`src/rtl/encode_sched_pkg.sv`:
```
// rtl/encode_sched_pkg.sv - shared types and constants for the ByteEncode sequencer
package encode_sched_pkg;

    localparam int COEFF_W        = 24;
    localparam int WORDS_PER_POLY = 128;

    typedef enum logic [1:0] {
        MODE_PK  = 2'd0,
        MODE_CT  = 2'd1,
        MODE_MSG = 2'd2,
        MODE_ILL = 2'd3
    } mode_e;

    typedef enum logic [2:0] {
        S_IDLE  = 3'd0,
        S_SETUP = 3'd1,
        S_FEED  = 3'd2,
        S_DRAIN = 3'd3,
        S_NEXT  = 3'd4,
        S_DONE  = 3'd5
    } state_e;

    localparam logic [3:0] L_PK   = 4'd12;
    localparam logic [3:0] L_MSG  = 4'd1;
    localparam logic [3:0] DU_LO  = 4'd10;
    localparam logic [3:0] DU_HI  = 4'd11;
    localparam logic [3:0] DV_LO  = 4'd4;
    localparam logic [3:0] DV_HI  = 4'd5;

    // 256 coefficients at l bits = 32*l bytes = 4*l 64-bit words
    function automatic logic [7:0] obytes_words(input logic [3:0] l);
        return {2'b00, l, 2'b00};
    endfunction

endpackage

```
`src/rtl/encode_sched_if.sv`:
```
// rtl/encode_sched_if.sv - handshake bundle between sequencer and ByteEncode core
interface encode_sched_if;
    logic [3:0]  l;
    logic [23:0] coeffs;
    logic        coeffs_valid;
    logic        coeffs_ready;
    logic [63:0] obytes;
    logic        obytes_valid;
    logic        done;

    modport master (
        output l, coeffs, coeffs_valid,
        input  coeffs_ready, obytes, obytes_valid, done
    );

    modport slave (
        input  l, coeffs, coeffs_valid,
        output coeffs_ready, obytes, obytes_valid, done
    );
endinterface

```
`src/rtl/encode_sched_fifo.sv`:
```
// rtl/encode_sched_fifo.sv - 2-deep coefficient FIFO that also accounts for the RAM read in flight
module encode_sched_fifo
    import encode_sched_pkg::*;
(
    input  logic               i_clk,
    input  logic               i_rstn,
    input  logic               i_rd,
    input  logic [COEFF_W-1:0] i_rdata,
    input  logic               i_pop,
    output logic [COEFF_W-1:0] o_head,
    output logic               o_valid,
    output logic               o_credit,
    output logic               o_idle
);

    logic [COEFF_W-1:0] mem [2];
    logic               wr_ptr;
    logic               rd_ptr;
    logic [1:0]         count;
    logic               inflight;
    logic               push;
    logic               pop;
    logic [2:0]         occ_after;

    assign push = inflight;
    assign pop  = i_pop && (count != 2'd0);

    // Credit counts the slot freed by a same-cycle pop so a held-high ready sustains one read per cycle
    assign occ_after = {1'b0, count} + {2'b00, inflight} - {2'b00, pop};
    assign o_credit  = (occ_after < 3'd2);
    assign o_idle    = (count == 2'd0) && !inflight;
    assign o_valid   = (count != 2'd0);
    assign o_head    = mem[rd_ptr];

    always_ff @(posedge i_clk or negedge i_rstn) begin
        if (!i_rstn) begin
            mem[0]   <= '0;
            mem[1]   <= '0;
            wr_ptr   <= 1'b0;
            rd_ptr   <= 1'b0;
            count    <= 2'd0;
            inflight <= 1'b0;
        end else begin
            inflight <= i_rd;
            if (push) begin
                mem[wr_ptr] <= i_rdata;
                wr_ptr      <= ~wr_ptr;
            end
            if (pop) begin
                rd_ptr <= ~rd_ptr;
            end
            count <= count + {1'b0, push} - {1'b0, pop};
        end
    end

endmodule

```
`src/rtl/encode_sched.sv`:
```
// rtl/encode_sched.sv - sequences ByteEncode over every polynomial of a PK, CT or message object
module encode_sched
    import encode_sched_pkg::*;
#(
    parameter int CMEM_AW = 9,
    parameter int OBUF_AW = 8
) (
    input  logic               i_clk,
    input  logic               i_rstn,
    input  logic               i_start,
    input  logic [1:0]         i_mode,
    input  logic [2:0]         i_k,
    input  logic [3:0]         i_du,
    input  logic [3:0]         i_dv,
    output logic               o_cmem_rd,
    output logic [CMEM_AW-1:0] o_cmem_addr,
    input  logic [23:0]        i_cmem_rdata,
    encode_sched_if.master     enc,
    output logic               o_obuf_we,
    output logic [OBUF_AW-1:0] o_obuf_addr,
    output logic [63:0]        o_obuf_wdata,
    output logic               o_busy,
    output logic               o_done,
    output logic               o_err
);

    state_e             state, nstate;
    mode_e              mode_q;
    logic [2:0]         k_q;
    logic [3:0]         du_q, dv_q;
    logic [2:0]         poly_idx;
    logic [7:0]         word_idx;
    logic [7:0]         poly_words;
    logic [OBUF_AW-1:0] out_addr;
    logic [3:0]         l_q;
    logic               err_q;

    logic               legal, k_ok, du_ok, dv_ok;
    logic [2:0]         npolys;
    logic [3:0]         first_l;
    logic               last_poly, in_core, rd_en, pop, credit, fifo_idle;
    logic               feed_complete, obv_ok, count_bad;
    logic [7:0]         words_at_done;

    assign k_ok  = (k_q >= 3'd2) && (k_q <= 3'd4);
    assign du_ok = (du_q == DU_LO) || (du_q == DU_HI);
    assign dv_ok = (dv_q == DV_LO) || (dv_q == DV_HI);

    always_comb begin
        legal   = 1'b0;
        npolys  = 3'd0;
        first_l = 4'd0;
        case (mode_q)
            MODE_PK: begin
                legal   = k_ok;
                npolys  = k_q;
                first_l = L_PK;
            end
            MODE_CT: begin
                legal   = k_ok && du_ok && dv_ok;
                npolys  = k_q + 3'd1;
                first_l = du_q;
            end
            MODE_MSG: begin
                legal   = 1'b1;
                npolys  = 3'd1;
                first_l = L_MSG;
            end
            default: ;
        endcase
    end

    assign last_poly     = ((poly_idx + 3'd1) == npolys);
    assign in_core       = (state == S_FEED) || (state == S_DRAIN);
    assign pop           = enc.coeffs_valid && enc.coeffs_ready;
    assign rd_en         = (state == S_FEED) && (word_idx < 8'(WORDS_PER_POLY)) && credit;
    assign feed_complete = (word_idx == 8'(WORDS_PER_POLY)) && fifo_idle;
    assign obv_ok        = enc.obytes_valid && in_core;
    assign words_at_done = poly_words + {7'd0, obv_ok};
    assign count_bad     = in_core && enc.done && (words_at_done != obytes_words(l_q));

    encode_sched_fifo u_fifo (
        .i_clk    (i_clk),
        .i_rstn   (i_rstn),
        .i_rd     (rd_en),
        .i_rdata  (i_cmem_rdata),
        .i_pop    (pop),
        .o_head   (enc.coeffs),
        .o_valid  (enc.coeffs_valid),
        .o_credit (credit),
        .o_idle   (fifo_idle)
    );

    always_ff @(posedge i_clk or negedge i_rstn) begin
        if (!i_rstn) begin
            state <= S_IDLE;
        end else begin
            state <= nstate;
        end
    end

    always_comb begin
        nstate = state;
        case (state)
            S_IDLE:  if (i_start) nstate = S_SETUP;
            S_SETUP: nstate = legal ? S_FEED : S_DONE;
            S_FEED: begin
                if (feed_complete) begin
                    if (enc.done) nstate = last_poly ? S_DONE : S_NEXT;
                    else          nstate = S_DRAIN;
                end
            end
            S_DRAIN: if (enc.done) nstate = last_poly ? S_DONE : S_NEXT;
            S_NEXT:  nstate = S_FEED;
            S_DONE:  nstate = S_IDLE;
            default: nstate = S_IDLE;
        endcase
    end

    always_ff @(posedge i_clk or negedge i_rstn) begin
        if (!i_rstn) begin
            mode_q       <= MODE_PK;
            k_q          <= 3'd0;
            du_q         <= 4'd0;
            dv_q         <= 4'd0;
            poly_idx     <= 3'd0;
            word_idx     <= 8'd0;
            poly_words   <= 8'd0;
            out_addr     <= '0;
            l_q          <= 4'd0;
            err_q        <= 1'b0;
            o_obuf_we    <= 1'b0;
            o_obuf_addr  <= '0;
            o_obuf_wdata <= 64'd0;
        end else begin
            if ((state == S_IDLE) && i_start) begin
                mode_q <= mode_e'(i_mode);
                k_q    <= i_k;
                du_q   <= i_du;
                dv_q   <= i_dv;
                err_q  <= 1'b0;
            end
            if (state == S_SETUP) begin
                poly_idx   <= 3'd0;
                word_idx   <= 8'd0;
                poly_words <= 8'd0;
                out_addr   <= '0;
                if (legal) l_q <= first_l;
                else       err_q <= 1'b1;
            end
            if (state == S_NEXT) begin
                poly_idx   <= poly_idx + 3'd1;
                word_idx   <= 8'd0;
                poly_words <= 8'd0;
                // The final CT polynomial switches from du to dv
                if ((mode_q == MODE_CT) && ((poly_idx + 3'd1) == k_q)) l_q <= dv_q;
            end
            if (rd_en) word_idx <= word_idx + 8'd1;
            if (obv_ok) begin
                poly_words   <= poly_words + 8'd1;
                o_obuf_wdata <= enc.obytes;
                o_obuf_addr  <= out_addr;
                out_addr     <= out_addr + 1'b1;
            end
            o_obuf_we <= obv_ok;
            if ((enc.obytes_valid && !in_core) || count_bad) err_q <= 1'b1;
        end
    end

    assign o_cmem_rd   = rd_en;
    assign o_cmem_addr = CMEM_AW'({poly_idx[1:0], word_idx[6:0]});
    assign enc.l       = l_q;
    assign o_busy      = (state != S_IDLE);
    assign o_done      = (state == S_DONE);
    assign o_err       = err_q;

endmodule

```
`src/flat_wrapper.sv`:
```
// flat-port wrapper written by rule: the top's interface ports become plain ports
module encode_sched_flat import encode_sched_pkg::*;
#(
    parameter int CMEM_AW = 9,
    parameter int OBUF_AW = 8
)
  (i_clk, i_rstn, i_start, i_mode, i_k, i_du, i_dv, o_cmem_rd, o_cmem_addr, i_cmem_rdata, o_obuf_we, o_obuf_addr, o_obuf_wdata, o_busy, o_done, o_err, enc_l, enc_coeffs, enc_coeffs_valid, enc_coeffs_ready, enc_obytes, enc_obytes_valid, enc_done);
  encode_sched_if enc_i ();
  input  logic i_clk;
  input  logic i_rstn;
  input  logic i_start;
  input  logic [1:0] i_mode;
  input  logic [2:0] i_k;
  input  logic [3:0] i_du;
  input  logic [3:0] i_dv;
  output logic o_cmem_rd;
  output logic [CMEM_AW-1:0] o_cmem_addr;
  input  logic [23:0] i_cmem_rdata;
  output logic o_obuf_we;
  output logic [OBUF_AW-1:0] o_obuf_addr;
  output logic [63:0] o_obuf_wdata;
  output logic o_busy;
  output logic o_done;
  output logic o_err;
  output wire logic [$bits(enc_i.l)-1:0] enc_l;
  output wire logic [$bits(enc_i.coeffs)-1:0] enc_coeffs;
  output wire logic [$bits(enc_i.coeffs_valid)-1:0] enc_coeffs_valid;
  input wire logic [$bits(enc_i.coeffs_ready)-1:0] enc_coeffs_ready;
  input wire logic [$bits(enc_i.obytes)-1:0] enc_obytes;
  input wire logic [$bits(enc_i.obytes_valid)-1:0] enc_obytes_valid;
  input wire logic [$bits(enc_i.done)-1:0] enc_done;
  assign enc_l = enc_i.l;
  assign enc_coeffs = enc_i.coeffs;
  assign enc_coeffs_valid = enc_i.coeffs_valid;
  assign enc_i.coeffs_ready = enc_coeffs_ready;
  assign enc_i.obytes = enc_obytes;
  assign enc_i.obytes_valid = enc_obytes_valid;
  assign enc_i.done = enc_done;
  encode_sched #(.CMEM_AW(CMEM_AW), .OBUF_AW(OBUF_AW)) u_core (.i_clk(i_clk), .i_rstn(i_rstn), .i_start(i_start), .i_mode(i_mode), .i_k(i_k), .i_du(i_du), .i_dv(i_dv), .o_cmem_rd(o_cmem_rd), .o_cmem_addr(o_cmem_addr), .i_cmem_rdata(i_cmem_rdata), .enc(enc_i), .o_obuf_we(o_obuf_we), .o_obuf_addr(o_obuf_addr), .o_obuf_wdata(o_obuf_wdata), .o_busy(o_busy), .o_done(o_done), .o_err(o_err));
endmodule
```
`config.mk`:
```
export PLATFORM = sky130hd
export DESIGN_NAME = encode_sched_flat
export DESIGN_NICKNAME = d
export VERILOG_FILES = /design/src/rtl/encode_sched_pkg.sv /design/src/rtl/encode_sched_if.sv /design/src/rtl/encode_sched_fifo.sv /design/src/rtl/encode_sched.sv /design/src/flat_wrapper.sv
export SDC_FILE = /design/constraint.sdc
export NUM_CORES = 1
export LEC_CHECK = 0
export BUFFER_PORTS_ARGS = -buffer_cell sky130_fd_sc_hd__buf_2
export CAP_MARGIN = 20
export CORE_ASPECT_RATIO = 1.25
export CORE_MARGIN = 5
export CORE_UTILIZATION = 35
export DETAILED_ROUTE_END_ITERATION = 6
export GPL_TIMING_DRIVEN = 0
export PLACE_DENSITY = 0.7
export SETUP_SLACK_MARGIN = 0.3
export SLEW_MARGIN = 10
export SYNTH_ARGS = -nofsm -noshare
export SYNTH_HDL_FRONTEND = slang
export SYNTH_SLANG_ARGS = --single-unit
```
`constraint.sdc`:
```
create_clock -name i_clk -period 2.9 [get_ports i_clk]
set_clock_uncertainty 0.15 [all_clocks]
set_input_delay 0.435 -clock i_clk [delete_from_list [all_inputs] [get_ports i_clk]]
set_output_delay 0.435 -clock i_clk [all_outputs]
set_load 0.02 [all_outputs]
```
==> After elaboration in Yosys (flattened, before gate mapping) <==
Index checks and enable logic that the tools add are counted.
{ "word_totals": {"word_cells": 122, "ram_bits": 0, "romBits": 0, "n_memories": 0, "ff_bits": 174, "in_bits": 107, "latch_bits": 0, "out_inout_bits": 115} }
{ "classes": {"n_reduce_logical": 32, "shift": 0, "add_sub_neg": 10, "n_bitwise": 4, "n_eq_ne": 18, "n_lt_le_gt_ge": 7, "div": 0, "multipliers": 0, "n_mux": 31} }
{ "op_table": {"columns": ["cell", "n"], "rows": [
  ["two-way mux 24 bit", 4],
  ["bitwise mux 48 bit", 1],
  ["two-way mux 8 bit", 5],
  ["adder 8 x 1 -> 8 bit (second input constant)", 3],
  ["demux 24 bit (select 1 bit)", 1],
  ["two-way mux 3 bit", 7],
  ["logical AND 1 bit", 16],
  ["two-way mux 4 bit", 4],
  ["case mux 3 bit (5 select lines)", 1],
  ["case mux 4 bit (3 select lines)", 1],
  ["case mux 3 bit (3 select lines)", 1],
  ["nonzero test 3 bit", 3],
  ["adder 8 x 1 -> 8 bit", 1],
  ["== test 4 x 3 -> 1 bit (second input constant)", 2],
  ["== test 4 bit (second input constant)", 2],
  ["== test 8 bit (second input constant)", 1],
  ["less-than comparator 8 bit (second input constant)", 1],
  ["!= test 8 x 6 -> 1 bit", 1],
  ["adder 3 x 1 -> 3 bit (second input constant)", 2],
  ["== test 3 x 2 -> 1 bit (second input constant)", 2],
  ["== test 3 bit", 2],
  ["== test 3 bit (second input constant)", 2],
  ["nonzero test 2 bit", 3],
  ["two-way mux 1 bit", 5],
  ["22 further kinds", 31]
]} }

==> Longest topological paths before layout <==
{ "logic_depth": {"ltp_word": 9, "mapped_depth": 13} }

==> Cells and area by module <==
From an unflattened synthesis, not the netlist that was laid out.
{ "unflattened": {"cells_unflattened": 760, "area_unflattened_um2": 7952.6} }
{ "modules_own_cells": {"columns": ["mod", "area_per_inst_um2", "seq_area_each_um2", "instances", "cells_per_inst"], "rows": [
  ["encode_sched", 5524.0, 3027.9, 1, 611],
  ["encode_sched_fifo", 2428.6, 1326.3, 1, 149]
]} }

==> Worst setup path after synthesis <==
OpenSTA, ideal clock, no wires.
{ "synth_path": {"kind": "register to register", "startpoint": "reg u_core.state[2]", "endpoint": "reg u_core.err_q (netlist: u_core.o_err)", "t_arrival_ps": 2558, "period_less_slack_ps": 2852, "path_slack_ps": 48, "path_stages_with_launch": 14, "path_cell_list": "dfrtp_1 > nor2b_1 > buf_2 > nand2_1 > inv_1 > clkbuf_1 > clkbuf_1 > ha_1 > ha_1 > nand3_1 > nor2_1 > xor2_1 > o311ai_0 > nand4_1"} }
{ "synth_between": {"elab_chain_len": 8} }
{ "synth_lines": {"columns": ["element", "line", "rtl"], "rows": [
  ["start, declared", "encode_sched.sv:27", "state_e state, nstate;"],
  ["start signal, assigned", "encode_sched.sv:98", "state <= nstate;"],
  ["== test 3 x 2 -> 1 bit", "encode_sched.sv:74", "assign in_core = (state == S_FEED) || (state == S_DRAIN);"],
  ["logical OR 1 bit (*)", "encode_sched.sv:74", null],
  ["logical AND 1 bit (*)", "encode_sched.sv:78", "assign obv_ok = enc.obytes_valid && in_core;"],
  ["via u_core.obv_ok", "encode_sched.sv:42", "logic feed_complete, obv_ok, count_bad;"],
  ["adder 8 x 1 -> 8 bit (*)", "encode_sched.sv:79", "assign words_at_done = poly_words + {7'd0, obv_ok};"],
  ["!= test 8 x 6 -> 1 bit (*)", "encode_sched.sv:80", "assign count_bad = in_core && enc.done && (words_at_done != obytes_words(l_q));"],
  ["logical AND 1 bit (*)", "encode_sched.sv:80", null],
  ["logical OR 1 bit (*)", "encode_sched.sv:166", "if ((enc.obytes_valid && !in_core) || count_bad) err_q <= 1'b1;"],
  ["two-way mux 1 bit (*)", "encode_sched.sv:166", null],
  ["end signal, assigned", "encode_sched.sv:131", "err_q <= 1'b0;"],
  ["end signal, assigned", "encode_sched.sv:149", "else err_q <= 1'b1;"],
  ["end signal, assigned", "encode_sched.sv:166", null],
  ["end, declared", "encode_sched.sv:36", "logic err_q;"]
]} }
Mark *: on every way through the listed nets, which the timed path passes. The rest lies on a longest branch.
A chain may end at the register's enable or synchronous reset.

==> Worst setup path in the final report <==
{ "layout_path": {"startpoint": "reg u_core.u_fifo.count[0]", "endpoint": "out o_cmem_rd"} }
{ "layout_between": {"elab_chain_len": 6} }
{ "layout_lines": {"columns": ["element", "line", "rtl"], "rows": [
  ["start, declared", "encode_sched_fifo.sv:19", "logic [1:0] count;"],
  ["start signal, assigned", "encode_sched_fifo.sv:52", "count <= count + {1'b0, push} - {1'b0, pop};"],
  ["nonzero test 2 bit (*)", "encode_sched_fifo.sv:26, encode_sched_fifo.sv:32", null],
  ["logical AND 1 bit", "encode_sched.sv:75", "assign pop = enc.coeffs_valid && enc.coeffs_ready;"],
  ["logical AND 1 bit (*)", "encode_sched_fifo.sv:26", "assign pop = i_pop && (count != 2'd0);"],
  ["via u_core.u_fifo.pop", "encode_sched_fifo.sv:22", "logic pop;"],
  ["subtractor 3 x 1 -> 3 bit (*)", "encode_sched_fifo.sv:29", "assign occ_after = {1'b0, count} + {2'b00, inflight} - {2'b00, pop};"],
  ["less-than comparator 3 x 2 -> 1 bit (*)", "encode_sched_fifo.sv:30", "assign o_credit = (occ_after < 3'd2);"],
  ["logical AND 1 bit (*)", "encode_sched.sv:76", "assign rd_en = (state == S_FEED) && (word_idx < 8'(WORDS_PER_POLY)) && credit;"],
  ["end, declared", "flat_wrapper.sv:16", "output logic o_cmem_rd;"]
]} }
Marks and branches as above.

==> impl_metrics.ini <==
[sta]
relSlewSlack_pct = 53.2
fmax_ghz = 0.322
finalHoldViolCount = 0
maxSlewViolCount = 0
tightest_slew_ns = 0.698
finalCritPeriodShare_pct = 107
setup_viol = 1
post-route-min-period_ns = 3.10
rsz0062_at_grt = yes
fin_tns_setup_ns = -0.203
layout_setup_ws_ns = -0.203

[logic_synthesis]
synth-edff-count = 0
synth_area_per_cell_um2 = 10.4
synth_cell_types = 58
ys.flop_type = dfrtp_1
synth_cells = 757
synth_top_area_share_pct = 55.6
yosysWarnings = 0
syn-num-nets = 877
seq_area_frac_synth_pct = 55.6
synth_area_leaders = dfrtp_1, mux2_2, nand2_1, o21ai_0, ha_1
yosysTopAreaCell = dfrtp_1
synth_area_mm2 = 0.00784
synth_async_sr_flop_share_pct = 100
ys_seq_elements = 174

[run_status]
status = finished with violations
violations = setup timing

[clocking]
htreeDepth = 4
worstSkewPairLatency_ns = 0.42
cts_buffers = 17
clk_path_buf_depth = 2
cts_tree = yes
cts.sinks = 174
cts-root-buf = clkbuf_16
path_clk_slew_ns = 0.08

[worst_setup_path]
required_ns = 2.32
crit_arrival_ns = 2.52
critical_path_class = reg2out
crit_fanout = 2
crit_cells = 11
regToRegSetupSlack_ns = 0.18
endpoint_kind = primary output
worstRegToRegCells = 13
critPathTopFamily = adder cells
crit_end = o_cmem_rd
worst_path_max_delay_cell = fa_2
crit_chain = nor2_4 > nor2b_2 > ha_1 > inv_1 > ha_1 > inv_1 > fa_2 > nand4_1 > clkbuf_8 > inv_8 > buf_6
max_stage_delay_ns = 0.53
r2r_start = u_core.u_fifo.count[0]
startpoint_type = flop
worstSetupStartpoint = u_core.u_fifo.count[0]
reg2reg_to = u_core.word_idx[5]
critPathBufInv = 5

[floorplanning]
start_util_pct = 35.4
row_count = 61
coreArea_mm2 = 0.0221
fp.dieW_um = 144
dieArea_mm2 = 0.0255
die_y_um = 177
io_pins = 222

[global_route]
grt_usage_pct = 14.8
antenna_found_initial = 1
overflow = 0
grt_pass1_vias = 6134
grt_pass1_wl_um = 30400
grt_max_degree = 98

[power_and_ir_drop]
ir_worst_vdd_mv = 0.493
p_sw_w = 0.00455
p_leak_nw = 5.21
seqPwrFrac_pct = 35.3
clockPowerShare_pct = 20.1
pwr-share-comb_pct = 44.5
intPower_w = 0.00681
power.density_mw_per_mm2 = 1110
p_sw_share_pct = 40.1

[run]
cap_violations = 0

[final_layout]
fin_nets = 1130
drive_gt1_share_pct = 39.6
fin_util_pct = 46.3
n_antenna_cell = 0
fin_area_mm2 = 0.0102
layoutNonFillerInstCount = 1306
multiInputGateArea_mm2 = 0.00332
fill_cells = 2112
syn2layout_area_growth_pct = 30.6
register_area_mm2 = 0.00436

[detailed_routing]
ant_nets = 0
viasPerCell = 4.74
firstDrtPassIters = 4
vias = 6187
wl_per_cell_um = 14.8
drtIter0Drc = 280
drt-total-wl_um = 19300
drc = 0

[placement]
pre_cts_ws_ns = -0.302
gp_congestion = 0.751
dp.cells = 1262
place_hpwl_um = 13900
placed_area_mm2 = 0.00936
port_buffers = 221

[hold_path]
holdCritPathClass = in2reg
worst min-delay path by stage:
| stage | end | startpoint | cells after the start |
|---|---|---|---|
| global route | u_core.o_obuf_wdata[46] | enc_obytes[46] | 3 |
| finish | u_core.o_obuf_wdata[35] | enc_obytes[35] | 3 |
| detailed placement | u_core.o_obuf_wdata[47] | i_rstn | 1 |
| global placement | u_core.o_obuf_wdata[5] | u_core.o_obuf_wdata[5] | 2 |
| floorplan | u_core.du_q[0] | i_rstn | 0 |
| CTS | u_core.o_obuf_wdata[35] | enc_obytes[35] | 3 |
power groups by stage:
stage	sequential [W]	combinational [W]	clock, W
floorplan	0.00451	0.00283	0
global placement	0.00400	0.00476	0
detailed placement	0.00405	0.00486	0
CTS	0.00401	0.00503	0.00236
global route	0.00414	0.00555	0.00246
finish	0.00401	0.00506	0.00229
placed cells by master, fill, tap and decap left out, types with 3 or more instances in the layout:
master / instances
o211ai_1: 3
o21ai_2: 4
nand3_1: 15
inv_1: 14
nor2b_1: 4
nor2_1: 15
and3_1: 5
clkbuf_1: 24
inv_6: 6
inv_8: 5
xnor2_1: 10
dfrtp_1: 173
o21ai_0: 22
nor2_2: 3
nor4_1: 5
mux2_2: 84
a31oi_1: 5
ha_1: 10
clkbuf_16: 19
nor2_4: 4
nand2_1: 247
buf_4: 21
nor3_1: 3
nand2b_1: 5
o21ai_1: 5
buf_2: 220
nand4_1: 8
xor2_1: 7
a21oi_1: 11
through the flow:
| step | hold WS [ns] | total power, W |
|---|---|---|
| 3_5_place_dp | 0.301 | 0.00891 |
| 4_1_cts | 0.0207 | 0.0114 |
| 2_1_floorplan | -0.0106 | 0.00734 |
| 6_report | 0.0436 | 0.0114 |
| 3_3_place_gp | 0.303 | 0.00876 |
| 5_1_grt | 0.0274 | 0.0121 |
routing by layer:
| layer | wire, µm | vias up | track usage (%) |
|---|---|---|---|
| met4 | 500 | 2 | 5.30 |
| met2 | 9810 | 165 | 25.2 |
| li1 | - | 3019 | - |
| met5 | 13 | - | 0 |
| met3 | 1120 | 30 | 3.83 |
| met1 | 7820 | 2971 | 18.1 |
final cells by class:
type | instances | area share (%)
Sequential cell | 174 | 42.5
Multi-Input combinational cell | 521 | 32.4
Timing Repair Buffer | 234 | 12.3
Clock buffer | 17 | 4.15
Tap cell | 283 | 3.46
Buffer | 45 | 2.84
Clock inverter | 15 | 1.61
Inverter | 17 | 0.745
worst min-delay path, stage by stage:
cell,delay [ns]
buf_2,0.07
nand2_1,0.04
nand2_1,0.04
sequential cells by signal, summed over array words and instances (netlist names):
| signal | cells |
|---|---|
| u_core.o_obuf_wdata | 64 |
| u_core.u_fifo.mem | 48 |
| u_core.o_obuf_addr | 8 |
| u_core.out_addr | 8 |
| u_core.poly_words | 8 |
| u_core.word_idx | 8 |
| u_core.du_q | 4 |
| u_core.dv_q | 4 |
| u_core.enc.l | 4 |
| u_core.k_q | 3 |
| u_core.poly_idx | 3 |
| u_core.state | 3 |
| u_core.mode_q | 2 |
| u_core.u_fifo.count | 2 |
| u_core.o_err | 1 |
| u_core.o_obuf_we | 1 |
| u_core.u_fifo.inflight | 1 |
| u_core.u_fifo.rd_ptr | 1 |
| u_core.u_fifo.wr_ptr | 1 |
synthesized netlist by cell type, types with 2 or more instances:
| master | count |
|---|---|
| o31ai_1 | 4 |
| nand2_1 | 248 |
| ha_1 | 12 |
| o311ai_0 | 2 |
| buf_1 | 2 |
| a21oi_1 | 11 |
| a31oi_1 | 5 |
| o211ai_1 | 3 |
| buf_4 | 10 |
| nor3_1 | 3 |
| nand4_1 | 8 |
| a211oi_1 | 2 |
| nor2b_1 | 6 |
| and3_1 | 5 |
| mux2i_1 | 2 |
| mux2_2 | 84 |
| mux2_4 | 2 |
| inv_1 | 16 |
| nor4_1 | 5 |
| dfrtp_1 | 174 |
| xnor2_1 | 10 |
| clkbuf_1 | 29 |
| nor2_1 | 21 |
| a22o_1 | 2 |
| buf_2 | 2 |
| nand3b_1 | 2 |
| nand3_1 | 16 |
| nand2b_1 | 5 |
| o21ai_0 | 31 |
| xor2_1 | 7 |
timing repair:
action | 4_1_cts | 5_1_grt
buffers inserted | 7 | 4
setup endpoints to repair | 27 | 25
pin swaps | 4 | 10
hold endpoints to repair | 77 | 0
resized for setup | 25 | 35
hold buffers | 1 | 0
logic make-up after synthesis:
| group | Yosys count | synth area share [%] |
|---|---|---|
| xor gates and xnor gates | 17 | 1.90 |
| buffers and inverters | 62 | 3.70 |
| AOI/OAI and AO/OA | 72 | 6.02 |
| DFF | 174 | 55.6 |
| and+or+nand+nor | 331 | 17.9 |
| adders and majority gates | 13 | 2.17 |
| muxes | 88 | 12.7 |
Note: power is estimated with default switching activity, not from simulation.
